$ cat src/rtl/alu_resp_packetizer_if.sv
// Handshake bundle between the ALU path, the response packetizer and the UART TX.
// Upstream: opcode_i/result_i/valid_i/ready_o. Downstream: data_o/valid_o/ready_i. done_o: packet-complete pulse.
interface alu_resp_packetizer_if #(
    parameter int width_p = 32
);
    logic [7:0]         opcode_i;
    logic [width_p-1:0] result_i;
    logic               valid_i;
    logic               ready_o;
    logic [7:0]         data_o;
    logic               valid_o;
    logic               ready_i;
    logic               done_o;

    modport slave (
        input  opcode_i,
        input  result_i,
        input  valid_i,
        input  ready_i,
        output ready_o,
        output data_o,
        output valid_o,
        output done_o
    );

    modport master (
        output opcode_i,
        output result_i,
        output valid_i,
        output ready_i,
        input  ready_o,
        input  data_o,
        input  valid_o,
        input  done_o
    );
endinterface

$ cat src/rtl/alu_resp_packetizer.sv
// Serialises one opcode + ALU result into a byte packet: op, 0x00, len lo, len hi, result LSB-first.
// Ports: clk, rst (sync, active-low), bus (slave side of alu_resp_packetizer_if).
module alu_resp_packetizer #(
    parameter int width_p = 32
) (
    input  logic                  clk,
    input  logic                  rst,
    alu_resp_packetizer_if.slave  bus
);
    localparam int bytes_p = width_p / 8;
    localparam int idx_w   = (bytes_p > 1) ? $clog2(bytes_p) : 1;

    // Length counts the whole packet, header included.
    localparam logic [15:0]      len_c  = 16'(4 + bytes_p);
    localparam logic [idx_w-1:0] last_c = idx_w'(bytes_p - 1);

    typedef enum logic [2:0] {
        IDLE,
        OP,
        RSV,
        LEN_LO,
        LEN_HI,
        PAYLOAD
    } state_t;

    state_t             state_q, state_d;
    logic [7:0]         op_q, op_d;
    logic [width_p-1:0] res_q, res_d;
    logic [idx_w-1:0]   idx_q, idx_d;
    logic               done_q, done_d;
    logic               xfer;

    // Everything the downstream sees is decoded from registers only,
    // so ready_i never reaches data_o combinationally.
    assign bus.ready_o = (state_q == IDLE);
    assign bus.valid_o = (state_q != IDLE);
    assign bus.done_o  = done_q;
    assign xfer        = bus.valid_o && bus.ready_i;

    always_comb begin
        state_d    = state_q;
        op_d       = op_q;
        res_d      = res_q;
        idx_d      = idx_q;
        done_d     = 1'b0;
        bus.data_o = 8'h00;
        unique case (state_q)
            IDLE: begin
                if (bus.valid_i) begin
                    state_d = OP;
                    op_d    = bus.opcode_i;
                    res_d   = bus.result_i;
                    idx_d   = '0;
                end
            end
            OP: begin
                bus.data_o = op_q;
                if (xfer) state_d = RSV;
            end
            RSV: begin
                bus.data_o = 8'h00;
                if (xfer) state_d = LEN_LO;
            end
            LEN_LO: begin
                bus.data_o = len_c[7:0];
                if (xfer) state_d = LEN_HI;
            end
            LEN_HI: begin
                bus.data_o = len_c[15:8];
                if (xfer) state_d = PAYLOAD;
            end
            PAYLOAD: begin
                bus.data_o = res_q[8*idx_q +: 8];
                if (xfer) begin
                    if (idx_q == last_c) begin
                        state_d = IDLE;
                        done_d  = 1'b1;
                    end else begin
                        idx_d = idx_q + 1'b1;
                    end
                end
            end
            default: state_d = IDLE;
        endcase
    end

    always_ff @(posedge clk) begin
        if (!rst) begin
            state_q <= IDLE;
            op_q    <= '0;
            res_q   <= '0;
            idx_q   <= '0;
            done_q  <= 1'b0;
        end else begin
            state_q <= state_d;
            op_q    <= op_d;
            res_q   <= res_d;
            idx_q   <= idx_d;
            done_q  <= done_d;
        end
    end
endmodule

$ cat src/flat_wrapper.sv
// flat-port wrapper written by rule: the top's interface ports become plain ports
module alu_resp_packetizer_flat 
#(
    parameter int width_p = 32
)
  (clk, rst, bus_opcode_i, bus_result_i, bus_valid_i, bus_ready_i, bus_ready_o, bus_data_o, bus_valid_o, bus_done_o);
  alu_resp_packetizer_if #(.width_p(width_p)) bus_i ();
  input  logic clk;
  input  logic rst;
  input wire logic [$bits(bus_i.opcode_i)-1:0] bus_opcode_i;
  input wire logic [$bits(bus_i.result_i)-1:0] bus_result_i;
  input wire logic [$bits(bus_i.valid_i)-1:0] bus_valid_i;
  input wire logic [$bits(bus_i.ready_i)-1:0] bus_ready_i;
  output wire logic [$bits(bus_i.ready_o)-1:0] bus_ready_o;
  output wire logic [$bits(bus_i.data_o)-1:0] bus_data_o;
  output wire logic [$bits(bus_i.valid_o)-1:0] bus_valid_o;
  output wire logic [$bits(bus_i.done_o)-1:0] bus_done_o;
  assign bus_i.opcode_i = bus_opcode_i;
  assign bus_i.result_i = bus_result_i;
  assign bus_i.valid_i = bus_valid_i;
  assign bus_i.ready_i = bus_ready_i;
  assign bus_ready_o = bus_i.ready_o;
  assign bus_data_o = bus_i.data_o;
  assign bus_valid_o = bus_i.valid_o;
  assign bus_done_o = bus_i.done_o;
  alu_resp_packetizer #(.width_p(width_p)) u_core (.clk(clk), .rst(rst), .bus(bus_i));
endmodule
$ cat config.mk
export PLATFORM = sky130hd
export DESIGN_NAME = alu_resp_packetizer_flat
export DESIGN_NICKNAME = d
export VERILOG_FILES = /design/src/rtl/alu_resp_packetizer_if.sv /design/src/rtl/alu_resp_packetizer.sv /design/src/flat_wrapper.sv
export SDC_FILE = /design/constraint.sdc
export NUM_CORES = 1
export LEC_CHECK = 0
export ABC_AREA = 1
export BUFFER_PORTS_ARGS = -buffer_cell sky130_fd_sc_hd__buf_2
export CORE_MARGIN = 2
export CORE_UTILIZATION = 55
export DETAILED_ROUTE_END_ITERATION = 8
export PLACE_DENSITY = 0.9
export SYNTH_ARGS = -nofsm -noshare
export SYNTH_HDL_FRONTEND = slang
export SYNTH_SLANG_ARGS = --single-unit
$ cat constraint.sdc
create_clock -name clk -period 1.9 [get_ports clk]
set_input_delay 0 -clock clk [delete_from_list [all_inputs] [get_ports clk]]
set_output_delay 0 -clock clk [all_outputs]
set_load 0.005 [all_outputs]
== After elaboration in Yosys (flattened, before gate mapping) ==
Index checks and enable logic that the tools add are counted.
Storage, ports and cells
  register bits after elaboration: 46
  input bits: 44
  output and inout port bits: 11
Operators by class
  add/sub/neg operators: 1
  equality and inequality tests: 14
  shift operators: 1
  multiplexer cells: 14
  reductions and logical operators: 8
Operator list (count)
  indexed part select 32 x 6 -> 8 bit: 1
  one-hot mux 8 bit (3 select lines): 1
  2-to-1 mux 3 bit: 7
  one-hot mux 3 bit (6 select lines): 1
  != test 2 x 1 -> 1 bit, second input constant: 6
  AND reduction 7 bit: 1
  == test 3 x 2 -> 1 bit, second input constant: 2
  == test 3 bit, second input constant: 2
  2-to-1 mux 2 bit: 3
  != test 2 bit, second input constant: 2
  one-hot mux 2 bit (2 select lines): 1
  AND reduction 4 bit: 1
  == test 3 x 1 -> 1 bit, second input constant: 1
  logical NOT 3 bit: 1
  AND reduction 3 bit: 1
  nonzero test 3 bit: 1
  adder 2 x 1 -> 2 bit, second input constant: 1
  == test 2 bit, second input constant: 1
  AND reduction 2 bit: 1
  nonzero test 2 bit: 1
  logical AND 1 bit: 1
  2-to-1 mux 1 bit: 1

== Logic depth before layout (Yosys ltp) ==
Gate-level depths: netlist of the first run.
  depth in word-level cells: 4
  depth in mapped cells: 7

== Worst setup path after synthesis of the first run ==
OpenSTA, ideal clock, no wires.
  kind: register to register
  from: register u_core.state_q[0]
  to: register u_core.state_q[2]
  arrival time: 988 ps
  required time: 1784 ps
  slack: 796 ps
  stages on the path, launching flop included: 8
  path buffers: 1
  path through: dfxtp_1 > nor2_4 > nand3_2 > buf_6 > nand2_2 > nand2_1 > nor2_1 > nor2_1
On the way
  cells in the longest elaborated chain, start to end: 4
  elaborated cells between the ends (all ways): 17
RTL lines
  from (decl): line alu_resp_packetizer.sv:26  | state_t state_q, state_d;
  from (signal assigned): line alu_resp_packetizer.sv:95  | state_q <= state_d;
  nonzero test 3 bit: line alu_resp_packetizer.sv:36  | assign bus.valid_o = (state_q != IDLE);
  logical AND 1 bit: line alu_resp_packetizer.sv:38  | assign xfer = bus.valid_o && bus.ready_i;
  != test 2 x 1 -> 1 bit (no line)
  AND reduction 7 bit (no line)
Parallel ways exist; a longest one is shown, timed or not.
A chain may end at the register's enable or synchronous reset.

== Worst setup path in the final report of the first run ==
  from: register u_core.state_q[0]
  to: output port bus_data_o[1]
On the way
  cells in the longest elaborated chain, start to end: 2
  elaborated cells between the ends (all ways): 4
RTL lines
  == test 3 bit (tied with other cells): line alu_resp_packetizer.sv:47  | unique case (state_q)
  one-hot mux 8 bit (3 select lines) (*): line alu_resp_packetizer.sv:47
  to (decl): line flat_wrapper.sv:15  | output wire logic [$bits(bus_i.data_o)-1:0] bus_data_o;
Every way passes the cells marked *; elsewhere a longest branch is shown, timed or not.

==> flow_metrics.tcl, run 1 <==
set metrics [dict create \
    irDropWorstVdd_mv 0.666 \
    endpoint_kind "primary output" \
    cts_tree "yes" \
    final_max_slew_viol_count 0 \
    grt_max_degree 37 \
    fin_crit_ns 1.61 \
    drive_gt1_share_pct 19.9 \
    powerDensity_mw_per_mm2 1110 \
    path_cells "nand2_1 > nor2_1 > buf_4 > nand2_1 > o21ai_0 > buf_2" \
    setup_violations 0 \
    ant_nets 0 \
    grtUsageMet2_pct 42.1 \
    cp_slowest_cell "dfxtp_1" \
    worst_slew_pin_slew_ns 0.488 \
    grt_usage_pct 25.2 \
    synth_top_area_cell "dfxtp_1" \
    hold_viol_final 0 \
    antenna_cells 0 \
    via_per_inst 5.23 \
    fin_setup_tns_ns 0 \
    start_kind "flop" \
    antenna_found_initial 0 \
    hold_buffers 23 \
    ctsRootBufferMaster "clkbuf_8" \
    ys_seq_elements 46 \
    io_pins 55 \
    async_flop_share_pct 0 \
    grt_remaining_overflow 0 \
    final_common_cell "nand2_1" \
    grt_pass1_wl_um 8400 \
    drtPass1Iterations 4 \
    synth.distinct_cells 23 \
    vias 2145 \
    synth_edf_count 0 \
    routedWlPerCell_um 12.4 \
    use_met1_pct 32.1 \
    fp.dieW_um 66.1 \
    synthesis.nets 338 \
    ys.flop_type "dfxtp_1" \
    globalplace.congestion 0.937 \
    critPathMaxFanout 8 \
    relSlewSlack_pct 67.3 \
    fp-row-count 22 \
    skew_ns 0.00493 \
    fmax_mhz 622 \
    arrival_ns 1.61 \
    routed_wirelength_um 5070 \
    ctsResizeCount 0 \
    clk_pin_slew_ns 0.08 \
    rsz0062_at_grt "false" \
    p_leak_nw 1.14 \
    start_util_pct 57.5 \
    path_class "reg2out" \
    yosysWarnings 0 \
    clk_path_buf_depth 2 \
    drcViolationCount 0 \
    grt.busiest_layer "met2" \
    cts_made_buffers 5 \
    nets 407 \
    netlist_area_mm2 0.00212 \
    die-area_mm2 0.00437 \
    place.port_buffers 54 \
    cpPeakStageDelay_ns 0.45 \
    drt_iter0_drc 133 \
    finalCritPeriodShare_pct 84.7 \
    cts_htree_levels 2 \
    cts_sinks 46 \
    p_total_w 0.00295 \
    synth_cells 293 \
    cpMostUsedCell "nand2_1" \
    mostFrequentLayoutCells "56 x nand2_1, 54 x buf_2, 52 x a21oi_1" \
    drv_cap 0 \
    synth.top_cell.area_share_pct 43.4 \
    syn_to_final_growth_pct 25.6 \
    worstPathRequired_ns 1.90 \
    status "finished clean" \
    dpl.hpwl_um 3480 \
    synth_area_per_cell_um2 7.23 \
    grt_pass1_vias 1919 \
    cts_setup_buffers 0 \
    coreArea_mm2 0.00369 \
    ys_seq_area_share_pct 43.4 \
    met3_usage_pct 4.77 \
    clock_latency_ns 0.30 \
    yosys-top-cells-area "dfxtp_1 43%, a21oi_1 12%, nand2_1 9.9%" \
    fin_util_pct 72.2 \
    die_h_um 66.1 \
    hold_class "in2reg" \
]
[critical path, delay by kind of cell, from the launching register on]
kind,cells,cell delay (ns)
flip-flops,1,0.45
buffers and inverters,2,0.36
AO/OA/AOI/OAI,1,0.07
AND/OR/NAND/NOR,3,0.44
[power by group]
part           internal [W]  total, W  leakage, nW  switching [W]
sequential          0.00123   0.00137        0.378       0.000137
combinational      0.000377   0.00102        0.722       0.000644
clock              0.000247  0.000553       0.0438       0.000306
total               0.00186   0.00295         1.14        0.00109
[registers in the layout, summed over array words and instances (netlist names)]
register,count
u_core.bus.done_o,1
u_core.idx_q,2
u_core.op_q,8
u_core.res_q,32
u_core.state_q,3
[stage by stage]
step	std cells	area (um^2)	hold WS, ns	worst slack, ns
finish	410	2660	0.00139	0.291
global route	410	2660	0.00826	0.116
CTS	410	2660	0.000547	0.284
detailed placement	380	2350	0.274	0.548
global placement	380	2350	0.271	0.590
floorplan	293	2120	0.140	0.796
[final timing paths]
path	from	endpoint	slack [ns]	depth (start not counted)
setup / recovery	u_core.state_q[0]	bus_data_o[1]	0.29	6
hold / removal	bus_result_i[9]	u_core.res_q[9]	0.001	3
hold reg to reg	u_core.op_q[5]	u_core.op_q[5]	0.46	2
setup reg to reg	u_core.state_q[1]	u_core.state_q[2]	0.54	6
[cell type report]
class | instances | area [um^2]
flip-flops and latches | 46 | 921
well taps | 48 | 60.1
inverters | 32 | 123
fillers | 294 | 1030
repair buffers | 82 | 538
multi-input cells | 195 | 942
clock buffers | 5 | 68.8
clock inverters | 2 | 10.0
[cell families after synthesis]
kind of cell	share of synthesized area, %
DFF	43.4
and+or+nand+nor	19.5
adders and majority gates	0.590
AOI/OAI and AO/OA	24.3
buffers and inverters	12.1
[layer usage]
layer	share of wire [%]	vias up	wire length (um)
met2	47	58	2380
met5	0	-	0
met4	1.5	0	75
met3	4.8	6	244
li1	-	1107	-
met1	47	974	2370
[synth_stat cells (2+ instances only)]
master and count:
buf_6 6, clkbuf_1 5, buf_2 7, nand2_2 2, dfxtp_1 46, o211ai_1 8
nand3_1 23, nor2_1 8, inv_1 29, nand2_1 56, o21ai_0 39, a21oi_1 52
nand4_1 2
(Power assumes the default switching activity.)
==> inputs of run 2 (changes only) <==
Settings changed: CORE_UTILIZATION 55 to 47, PLACE_DENSITY 0.9 to 0.82.
Clock period 1.9 ns to 1.35 ns, I/O delays scaled along.
==> flow_metrics.tcl, run 2 (synthesis results as in run 1) <==
set metrics [dict create \
    grt_remaining_overflow 0 \
    hold_class "in2reg" \
    p_leak_nw 1.38 \
    fin_crit_ns 1.41 \
    grt_usage_pct 24.2 \
    antenna_cells 0 \
    worstPathRequired_ns 1.35 \
    placed_area_mm2 0.00242 \
    mostFrequentLayoutCells "54 x buf_2, 48 x nand2_1, 45 x a21oi_1" \
    fin_setup_tns_ns -0.357 \
    die-area_mm2 0.00506 \
    final_common_cell "buf_2" \
    start_kind "flop" \
    clk_path_buf_depth 2 \
    relSlewSlack_pct 70.7 \
    syn_to_final_growth_pct 51.2 \
    stdcell_area_mm2 0.00321 \
    irDropWorstVdd_mv 0.989 \
    fin_util_pct 73.6 \
    ant_nets 0 \
    place.port_buffers 54 \
    ctsRootBufferMaster "clkbuf_8" \
    coreArea_mm2 0.00435 \
    final_max_slew_viol_count 0 \
    dpl.hpwl_um 3710 \
    drcViolationCount 0 \
    arrival_ns 1.41 \
    cts_sinks 46 \
    violations "negative hold slack, negative setup slack" \
    cts_htree_levels 2 \
    setup_violations 8 \
    start_util_pct 48.7 \
    setup_ws_ns -0.0598 \
    skew_ns 0.00513 \
    endpoint_kind "primary output" \
    powerDensity_mw_per_mm2 1570 \
    rsz0062_at_grt "true" \
    drtPass1Iterations 4 \
    path_class "reg2out" \
    fp.dieW_um 71.2 \
    status "finished with violations" \
    fp-row-count 24 \
    routedWlPerCell_um 14.1 \
    hold_viol_final 1 \
    globalplace.congestion 0.850 \
    fmax_mhz 709 \
    grt_max_degree 34 \
    largest_reg_flops 32 \
    via_per_inst 5.27 \
    nets 448 \
    clk_pin_slew_ns 0.09 \
    p_total_w 0.00503 \
    finalCritPeriodShare_pct 104 \
    routed_wirelength_um 6450 \
    vias 2405 \
    cts_made_buffers 5 \
    antenna_found_initial 0 \
    grt_pass1_vias 2118 \
    critPathMaxFanout 9 \
    largestRegisters "u_core.res_q (32), u_core.op_q (8), u_core.state_q (3)" \
    die_h_um 71.2 \
    worst_slew_pin_slew_ns 0.436 \
    cts_tree "yes" \
    whs_ns -0.0290 \
    grt_pass1_wl_um 9640 \
    io_pins 55 \
    drt_iter0_drc 158 \
    drive_gt1_share_pct 31.2 \
    drv_cap 0 \
    top_register "u_core.res_q" \
    clock_latency_ns 0.32 \
]
==> run 2: changes by cell type in the layout (fill, tap and decap cells not counted), moves of 3 or more <==
cell	before	now
buf_4	5	22
o21ai_0	39	20
o21ai_1	0	19
a21oi_2	0	7
dlygate4sd3_1	23	37
nand2_2	2	8
dfxtp_1	46	42
a21oi_1	52	45
nand2_1	56	48
buf_6	0	7
nor2_1	8	5
==> run 2: final cells by class <==
class / instances / area, um^2
Inverter: 32 / 128
Fill cell: 302 / 1150
Clock buffer: 5 / 68.8
Multi-Input combinational cell: 195 / 1030
Timing Repair Buffer: 123 / 955
Clock inverter: 3 / 25.0
Sequential cell: 46 / 931
Tap cell: 52 / 65.1
==> run 2: per-layer routing <==
| layer | vias up | wire length, um | part of all wire [%] | track usage (%) |
|---|---|---|---|---|
| met5 | - | 0 | 0 | 0 |
| met4 | 0 | 213 | 3.3 | 11.3 |
| met3 | 23 | 338 | 5.2 | 3.85 |
| met2 | 94 | 3120 | 48 | 39.0 |
| met1 | 1094 | 2780 | 43 | 31.8 |
| li1 | 1194 | - | - | - |
==> run 2: final timing paths <==
kind                          start               end  slack, ns  depth (start not counted)
setup / recovery    u_core.idx_q[0]     bus_data_o[5]      -0.06                          7
hold / removal     bus_result_i[26]  u_core.res_q[26]      -0.03                          3
setup reg to reg  u_core.state_q[1]   u_core.res_q[8]       0.05                          6
hold reg to reg      u_core.op_q[0]    u_core.op_q[0]       0.45                          2
==> run 2: report_power, final <==
group,internal [W],switching (W)
registers,0.00174,0.000181
clock network,0.000374,0.000516
logic,0.00100,0.00121
==> run 2: critical path, stage by stage (launching register included) <==
cell	delay, ns
dfxtp_4	0.39
buf_12	0.15
a21oi_2	0.12
o21ai_1	0.09
nand2_1	0.08
nand2_2	0.05
o21ai_1	0.07
buf_2	0.13
==> run 2: timing repair <==
item                                   4_1_cts  5_1_grt
buffers inserted                             6       11
setup endpoints to repair                    8       30
cloned                                       1        2
gates resized for setup                     32       32
hold buffers                                36        1
endpoints found under the hold margin       39        1
pin swaps                                    5        9
==> run 2: through the flow <==
| step | hold WS, ns | setup WS (ns) | std cells |
|---|---|---|---|
| final | -0.0290 | -0.0598 | 456 |
| after global routing | 0.0103 | -0.122 | 456 |
| after CTS | 0.00735 | -0.0486 | 442 |
| after detailed placement | 0.273 | 0.119 | 391 |
| after global placement | 0.271 | 0.0933 | 391 |
| after floorplan | 0.140 | 0.246 | 293 |
